<file path="src/rtl/iram_pkg.sv">
`default_nettype none
// ============================================================================
// iram_pkg : shared types and helpers for the streamable instruction memory
// Rev 1.0  : initial release
// ============================================================================
package iram_pkg;

  typedef enum logic [1:0] {
    ST_CLEAR = 2'd0,
    ST_IDLE  = 2'd1,
    ST_LOAD  = 2'd2
  } iram_state_e;

  localparam int unsigned c_NOP_DEFAULT = 0;

  function automatic int iram_bytes(input int data_w);
    return data_w / 8;
  endfunction

endpackage
`default_nettype wire

</file>
<file path="src/rtl/iram_byte_packer.sv">
`default_nettype none
// ============================================================================
// iram_byte_packer : big-endian byte-to-word assembler with pad-on-last
// Rev 1.0          : initial release
// ============================================================================
module iram_byte_packer
  import iram_pkg::*;
#(
  parameter int DATA_W = 16
) (
  input  logic              clk,
  input  logic              rst_n,
  input  logic              i_clear,
  input  logic              i_accept,
  input  logic [7:0]        i_data,
  input  logic              i_last,
  output logic              o_word_valid,
  output logic [DATA_W-1:0] o_word
);

  localparam int               c_BYTES    = iram_bytes(DATA_W);
  localparam int               c_CNT_W    = (c_BYTES > 1) ? $clog2(c_BYTES) : 1;
  localparam logic [c_CNT_W-1:0] c_LAST_CNT = c_CNT_W'(c_BYTES - 1);

  logic [c_CNT_W-1:0] byte_cnt_q, byte_cnt_d;
  logic [DATA_W-1:0]  asm_q, asm_d;
  logic [DATA_W-1:0]  w_shifted;
  logic               w_done;

  always_comb begin
    w_shifted    = (asm_q << 8) | DATA_W'(i_data);
    w_done       = i_accept && ((byte_cnt_q == c_LAST_CNT) || i_last);
    o_word_valid = w_done;
    // A short final word moves its bytes to the top, leaving zero padding below.
    o_word       = w_shifted << (8 * (c_BYTES - 1 - int'(byte_cnt_q)));
    byte_cnt_d   = byte_cnt_q;
    asm_d        = asm_q;
    if (i_clear || w_done) begin
      byte_cnt_d = '0;
      asm_d      = '0;
    end else if (i_accept) begin
      byte_cnt_d = byte_cnt_q + c_CNT_W'(1);
      asm_d      = w_shifted;
    end
  end

  always_ff @(posedge clk) begin
    if (!rst_n) begin
      byte_cnt_q <= '0;
      asm_q      <= '0;
    end else begin
      byte_cnt_q <= byte_cnt_d;
      asm_q      <= asm_d;
    end
  end

endmodule
`default_nettype wire

</file>
<file path="src/rtl/iram_stream_loader.sv">
`default_nettype none
// ============================================================================
// iram_stream_loader : instruction memory with combinational fetch, clear
//                      sweep and runtime byte-stream load port
// Rev 1.0            : initial release
// ============================================================================
module iram_stream_loader
  import iram_pkg::*;
#(
  parameter int                DATA_W   = 16,
  parameter int                ADDR_W   = 8,
  parameter int                DEPTH    = 128,
  parameter logic [DATA_W-1:0] NOP_WORD = DATA_W'(c_NOP_DEFAULT)
) (
  input  logic              CLK,
  input  logic              RESET_N,
  input  logic [ADDR_W-1:0] ADDR,
  output logic [DATA_W-1:0] Q,
  output logic              STALL,
  output logic              MISALIGN,
  input  logic              LD_START,
  input  logic [ADDR_W-1:0] LD_BASE,
  input  logic              LD_VALID,
  input  logic [7:0]        LD_DATA,
  input  logic              LD_LAST,
  output logic              LD_READY,
  output logic              LD_ERR
);

  localparam int                 c_IDX_W  = ADDR_W - 1;
  localparam int                 c_PTR_W  = ADDR_W;
  localparam int                 c_MEM_AW = (DEPTH > 1) ? $clog2(DEPTH) : 1;
  localparam logic [c_PTR_W-1:0] c_DEPTH  = c_PTR_W'(DEPTH);
  localparam logic [c_PTR_W-1:0] c_LAST   = c_PTR_W'(DEPTH - 1);

  logic [DATA_W-1:0] mem [DEPTH];

  iram_state_e        state_q, state_d;
  logic [c_PTR_W-1:0] clr_ptr_q, clr_ptr_d;
  logic [c_PTR_W-1:0] ld_ptr_q, ld_ptr_d;
  logic               ld_err_q, ld_err_d;

  logic                w_mem_we;
  logic [c_MEM_AW-1:0] w_mem_waddr;
  logic [DATA_W-1:0]   w_mem_wdata;
  logic                w_stall;
  logic                w_ready;
  logic                w_pk_clear;
  logic                w_pk_accept;
  logic                w_pk_valid;
  logic [DATA_W-1:0]   w_pk_word;
  logic [c_IDX_W-1:0]  w_idx;
  logic                w_in_range;
  logic [DATA_W-1:0]   w_fetch;
  logic                w_unused_base_lsb;

  assign w_unused_base_lsb = LD_BASE[0];

  iram_byte_packer #(
    .DATA_W (DATA_W)
  ) u_packer (
    .clk          (CLK),
    .rst_n        (RESET_N),
    .i_clear      (w_pk_clear),
    .i_accept     (w_pk_accept),
    .i_data       (LD_DATA),
    .i_last       (LD_LAST),
    .o_word_valid (w_pk_valid),
    .o_word       (w_pk_word)
  );

  always_comb begin
    state_d     = state_q;
    clr_ptr_d   = clr_ptr_q;
    ld_ptr_d    = ld_ptr_q;
    ld_err_d    = ld_err_q;
    w_mem_we    = 1'b0;
    w_mem_waddr = '0;
    w_mem_wdata = NOP_WORD;
    w_stall     = 1'b1;
    w_ready     = 1'b0;
    w_pk_clear  = 1'b0;
    w_pk_accept = 1'b0;

    unique case (state_q)
      ST_CLEAR: begin
        w_mem_we    = 1'b1;
        w_mem_waddr = clr_ptr_q[c_MEM_AW-1:0];
        clr_ptr_d   = clr_ptr_q + c_PTR_W'(1);
        if (clr_ptr_q == c_LAST) begin
          state_d = ST_IDLE;
        end
      end
      ST_IDLE: begin
        w_stall = 1'b0;
        if (LD_START) begin
          state_d    = ST_LOAD;
          ld_ptr_d   = {1'b0, LD_BASE[ADDR_W-1:1]};
          ld_err_d   = 1'b0;
          w_pk_clear = 1'b1;
        end
      end
      ST_LOAD: begin
        w_ready     = 1'b1;
        w_pk_accept = LD_VALID;
        if (w_pk_valid) begin
          // Pointer saturates at DEPTH so any further words only raise LD_ERR.
          if (ld_ptr_q < c_DEPTH) begin
            w_mem_we    = 1'b1;
            w_mem_waddr = ld_ptr_q[c_MEM_AW-1:0];
            w_mem_wdata = w_pk_word;
            ld_ptr_d    = ld_ptr_q + c_PTR_W'(1);
          end else begin
            ld_err_d = 1'b1;
          end
        end
        if (LD_VALID && LD_LAST) begin
          state_d = ST_IDLE;
        end
      end
      default: begin
        state_d   = ST_CLEAR;
        clr_ptr_d = '0;
      end
    endcase

    // Reset must neither write memory nor expose a fetchable word.
    if (!RESET_N) begin
      w_mem_we = 1'b0;
      w_stall  = 1'b1;
      w_ready  = 1'b0;
    end
  end

  always_comb begin
    w_idx      = ADDR[ADDR_W-1:1];
    w_in_range = ({1'b0, w_idx} < c_DEPTH);
    w_fetch    = w_in_range ? mem[w_idx[c_MEM_AW-1:0]] : NOP_WORD;
  end

  assign Q        = w_stall ? NOP_WORD : w_fetch;
  assign STALL    = w_stall;
  assign MISALIGN = ADDR[0] && !w_stall;
  assign LD_READY = w_ready;
  assign LD_ERR   = ld_err_q;

  always_ff @(posedge CLK) begin
    if (!RESET_N) begin
      state_q   <= ST_CLEAR;
      clr_ptr_q <= '0;
      ld_ptr_q  <= '0;
      ld_err_q  <= 1'b0;
    end else begin
      state_q   <= state_d;
      clr_ptr_q <= clr_ptr_d;
      ld_ptr_q  <= ld_ptr_d;
      ld_err_q  <= ld_err_d;
    end
  end

  always_ff @(posedge CLK) begin
    if (w_mem_we) begin
      mem[w_mem_waddr] <= w_mem_wdata;
    end
  end

endmodule
`default_nettype wire

</file>
<file path="config.mk">
export PLATFORM = sky130hd
export DESIGN_NAME = iram_stream_loader
export DESIGN_NICKNAME = d
export VERILOG_FILES = /design/src/rtl/iram_pkg.sv /design/src/rtl/iram_byte_packer.sv /design/src/rtl/iram_stream_loader.sv
export SDC_FILE = /design/constraint.sdc
export NUM_CORES = 2
export LEC_CHECK = 0
export ABC_CLOCK_PERIOD_IN_PS = 6980
export CORE_MARGIN = 1
export CORE_UTILIZATION = 63
export DETAILED_ROUTE_END_ITERATION = 8
export PLACE_DENSITY = 0.79
export SLEW_MARGIN = 30
export SYNTH_ARGS = -nofsm -noshare
export SYNTH_HDL_FRONTEND = slang
export SYNTH_SLANG_ARGS = --single-unit
</file>
<file path="constraint.sdc">
create_clock -name CLK -period 6.98 [get_ports CLK]
set_clock_uncertainty 0.1 [all_clocks]
set_input_delay 0.698 -clock CLK [delete_from_list [all_inputs] [get_ports CLK]]
set_output_delay 0.698 -clock CLK [all_outputs]
set_load 0.005 [all_outputs]
</file>
# Word-level counts from Yosys, hierarchy flattened
# Memory sizes are Yosys's and may differ from the RTL's.
# Index checks and enable logic that the tools add are counted.
# totals
ff_bits	28
ramBits	2048
input_bits	29
out_inout_bits	20
wordCells	70
n_memories	1
# classes
n_addsub	4
n_lt_le_gt_ge	1
eq_ne	9
shift	1
muxes	33
n_bitwise	2
n_reduce_logical	13
# mem_list
name	words	word_bits	rd	rd_clocked_by_memory_dff	wr	line_no	rtl
mem	128	16	1	0	1	iram_stream_loader.sv:36	logic [DATA_W-1:0] mem [DEPTH];
# ops
cell	n
$mux W16	4
$pmux W8 S2	2
$shl A16 B32 Y16	1
$mux W8	3
$add A8 B1 Y8 const B	2
$or A16 B8 Y16	1
$mux W1	15
$mux W7	2
$pmux W7 S2	1
$ne A2 B2 Y1 const B	5
$eq A8 B7 Y1 const B	1
$lt A8 B8 Y1 const B	1
$reduce_and A4 Y1	2
$mux W2	3
$pmux W2 S3	1
$pmux W1 S2	2
$reduce_or A2 Y1	2
$logic_and A1 B1 Y1	3
$reduce_and A3 Y1	1
$eq A2 B1 Y1 const B	1
$eq A2 B2 Y1 const B	1
$logic_not A2 Y1	1
$logic_or A1 B1 Y1	2
$ne A2 B1 Y1 const B	1
other kinds (5)	5

# Depth between registers and ports, before layout
# depth
depth_word	8
ltp_mapped	11
ltp_nobuf	7

# By module
# Synthesis repeated with hierarchy kept, for this count alone.
# unflattened
cells_unflattened	3757
hier_area_um2	80617.3
# by_module_without_submodules
mod	n_inst	cells_each	area_each_um2	seq_area_each_um2
iram_stream_loader	1	3707	80058.0	61879.3
iram_byte_packer	1	50	559.3	180.2

# Least setup slack after synthesis
# OpenSTA, ideal clock, no wires.
# synth_path
path_kind	input-to-reg
from	in LD_VALID
to	mem mem[0][10] (data pin)
arrival_ns	4.432
required_time_ns	6.084
path_slack_ns	1.651
path_stages	5
n_path_buf	2
path_cell_list	o211ai_1 -> or2_2 -> clkbuf_1 -> clkbuf_1 -> nor2_1
# synth_between
elab_chain_cells	4
# synth_rtl
element	line_no	rtl
from (decl)	iram_stream_loader.sv:23	input logic LD_VALID,
$mux W1	iram_stream_loader.sv:85	unique case (state_q)
$logic_and A1 B1 Y1	iram_byte_packer.sv:32	w_done = i_accept && ((byte_cnt_q == c_LAST_CNT) || i_last);
$mux W16	iram_stream_loader.sv:106	if (w_pk_valid) begin
$mux W16	iram_stream_loader.sv:85	
via w_mem_wdata[10]	iram_stream_loader.sv:45	logic [DATA_W-1:0] w_mem_wdata;
to (decl)	iram_stream_loader.sv:36	
# The timed path passes the listed nets, and every way through them passes these cells.

# Final worst setup path
# layout_path
from	in ADDR[6]
to	out Q[5]
# layout_between
elab_chain_cells	2
# layout_rtl
element	line_no	rtl
from (decl)	iram_stream_loader.sv:17	input logic [ADDR_W-1:0] ADDR,
$mem_v2 Z128 W16	--	
$mux W16	iram_stream_loader.sv:141	assign Q = w_stall ? NOP_WORD : w_fetch;
to (decl)	iram_stream_loader.sv:18	output logic [DATA_W-1:0] Q,
# Every way passes these cells.

==> flow_summary.json <==
{
  "status": "finished, final reports clean",
  "mostFrequentLayoutCell": "edfxtp_1",
  "fill_cells": 7077,
  "grt_max_degree": 101,
  "synth_cell_types": 63,
  "yosys_warnings": 0,
  "grt_pass1_wl_um": 283000,
  "cp_max_fo": 17,
  "r2r_end": "mem[50][2]",
  "relSlewSlack_pct": 31.1,
  "r2r_cells": 7,
  "ant_nets": 0,
  "rows": 130,
  "ir_worst_vdd_v": 0.000250,
  "first_global_vias": 40800,
  "maxCapViolCount": 0,
  "dp_hpwl_um": 116000,
  "rsz0062_at_grt": "no",
  "synth.ff_latch_count": 2076,
  "cts_buffer_depth": 3,
  "cts_tree": "done",
  "synthCells": 3842,
  "critPathLaunchType": "primary input",
  "grt_overflow": 0,
  "floorplan.die_area_mm2": 0.129,
  "path_class": "in2out",
  "mappedNetlistNets": 3876,
  "p_int_uw": 19300,
  "cts_root_buf": "clkbuf_16",
  "worst_pin_slew_ns": 1.03,
  "worst_setup_path_end_kind": "output port",
  "vias": 41200,
  "area_growth_pct": 12.2,
  "wire_per_inst_um": 33.1,
  "portBuffers": 47,
  "nets": 4142,
  "finalWirelength_um": 196000,
  "setup_viol": 0,
  "crit_start": "ADDR[6]",
  "hold_class": "reg2reg",
  "final_cell_mix": "edfxtp_1, mux4_2, mux2i_1",
  "cts_setup_buffers": 0,
  "drv_slew": 0,
  "rrSetupSlack_ns": 2.31,
  "initial_core_util_pct": 63.8,
  "ys_seq_area_share_pct": 77.1,
  "finalNonFillerCells": 5921,
  "seqCellArea_mm2": 0.0621,
  "synth_edf_count": 2048,
  "multi_input_comb_area_mm2": 0.0177,
  "cts_resized": 0,
  "die_h_um": 359,
  "clkPwrFrac_pct": 41.7,
  "fmax_ghz": 0.165,
  "cp.required_ns": 6.18,
  "gp_congestion": 0.878,
  "antenna_found_initial": 5,
  "cts_hold_buf": 0,
  "power_switching_uw": 4880,
  "dp.cells": 5559,
  "post-route-period-util_pct": 86.6,
  "dieWidth_um": 359,
  "swShare_pct": 20.2,
  "h-tree-depth": 4,
  "synth_flop_cell": "edfxtp_1",
  "p_leak_uw": 0.0262,
  "synth_area_mm2": 0.0805,
  "pin_count": 49,
  "synth_area_per_cell_um2": 21.0,
  "synth_async_sr_flop_share_pct": 0,
  "drcViolationCount": 0,
  "period_minus_slack_ns": 6.04,
  "comb_power_share_pct": 2.6,
  "finalSetupTns_ns": 0,
  "worst_ep_arrival_time_ns": 5.25,
  "cts_buffers": 193,
  "crit_end": "Q[5]",
  "cts.sinks": 2076,
  "clk_pin_slew_ns": 0.06,
  "track_usage_pct": 30.6,
  "reg2reg_from": "state_q[0]",
  "power.share.sequential_pct": 55.7,
  "drive_gt1_share_pct": 23.4,
  "insertion_delay_ns": 0.82,
  "power_density_mw_per_mm2": 268,
  "first_iter_violations": 6204,
  "core-area_mm2": 0.126,
  "finalHoldViolCount": 0,
  "routed_via_density": 6.96,
  "dr.pass1.iters": 6
}
## worst min-delay path by stage
stage | startpoint | to | slack (ns) | cells past startpoint
after global routing | u_packer.asm_q[3] | u_packer.asm_q[3] | 0.37 | 2
after CTS | u_packer.asm_q[7] | u_packer.asm_q[7] | 0.36 | 2
after detailed placement | u_packer.asm_q[7] | u_packer.asm_q[7] | 0.35 | 2
after global placement | u_packer.asm_q[4] | u_packer.asm_q[4] | 0.35 | 2
final | u_packer.asm_q[5] | u_packer.asm_q[5] | 0.36 | 2
after floorplan | u_packer.asm_q[0] | u_packer.asm_q[0] | 0.34 | 2
## critical path: stages
cell	delay, ns
clkdlybuf4s50_1	0.84
nand4b_1	0.79
o22ai_1	0.30
or4_1	0.68
a211oi_1	0.84
nand4_1	0.50
clkdlybuf4s50_1	0.58
## power by group through the flow
stage / registers (µW) / clock network [µW] / logic, µW
2_1_floorplan: 13800 / 0 / 432
3_3_place_gp: 13800 / 0 / 612
3_5_place_dp: 13800 / 0 / 619
4_1_cts: 13500 / 10200 / 624
5_1_grt: 13500 / 10600 / 651
6_report: 13500 / 10100 / 626
## layer usage
| metal | track usage, % | vias up | routed length, µm |
|---|---|---|---|
| met1 | 43.4 | 21300 | 71200 |
| met2 | 46.9 | 2881 | 92600 |
| met5 | 0 | - | 55 |
| met3 | 7.00 | 443 | 23500 |
| li1 | - | 16600 | - |
| met4 | 12.5 | 8 | 8560 |
## final cells by class
class                           instances  area share (%)
Antenna cell                            2         0.00554
Tap cell                             1650            2.29
Sequential cell                      2076            68.7
Inverter                               13          0.0554
Multi-Input combinational cell       1539            19.6
Clock buffer                          246            5.68
Timing Repair Buffer                  285            2.76
Clock inverter                        110           0.963
## Yosys cell counts, types with 4 or more instances
cell type	instances	area, µm²
edfxtp_1	2048	61500
o41ai_1	6	52.6
o32a_1	6	60.1
nor2_1	168	631
buf_4	16	120
a311oi_1	9	78.8
mux2_2	23	259
o221a_2	4	45.0
a211oi_1	13	97.6
a21oi_1	25	125
and3_1	6	37.5
xnor2_1	5	43.8
o21a_1	4	30.0
inv_1	12	45.0
and2_1	12	75.1
dfxtp_1	28	561
ha_1	5	62.6
nand3_1	19	95.1
a22o_1	24	210
mux2i_1	394	3940
buf_2	95	475
o21ai_0	12	60.1
o22ai_1	158	988
a221oi_1	4	35.0
a21boi_0	4	30.0
mux4_2	402	9050
nor2b_1	7	43.8
nand4_1	20	125
buf_1	18	67.6
o32ai_1	5	43.8
or4_1	13	97.6
a22oi_1	21	158
nor3_1	46	230
clkbuf_1	82	308
nand2_1	76	285
a21bo_2	5	50.1
## registers in the layout, indices dropped and copies added (netlist names)
name and flops:
mem 2048, clr_ptr_q 8, ld_ptr_q 8, u_packer.asm_q 8, state_q 2, LD_ERR 1, u_packer.byte_cnt_q 1
## stage by stage
stage	utilization (%)	hold WS, ns	setup WS (ns)	cell area, µm²	power [µW]
after floorplan	-	0.336	1.65	80500	14200
after global placement	66.7	0.346	1.33	84200	14400
after detailed placement	66.7	0.348	1.31	84200	14400
after CTS	71.5	0.356	1.26	90300	24300
after global routing	71.6	0.370	1.01	90300	24800
final	71.6	0.357	0.935	90300	24200
## logic make-up (layout without fill, tap and decap cells)
logic type	Yosys count	in the layout	share of synthesized area, %
muxes	819	819	16.5
adders and majority gates	5	5	0.0777
AOI/OAI and AO/OA	318	318	2.74
buffers and inverters	227	654	1.31
xor gates and xnor gates	6	6	0.0653
other	0	2	0
DFF	2076	2076	77.1
and+or+nand+nor	391	391	2.26
Note: power is estimated with default switching activity, not from simulation.
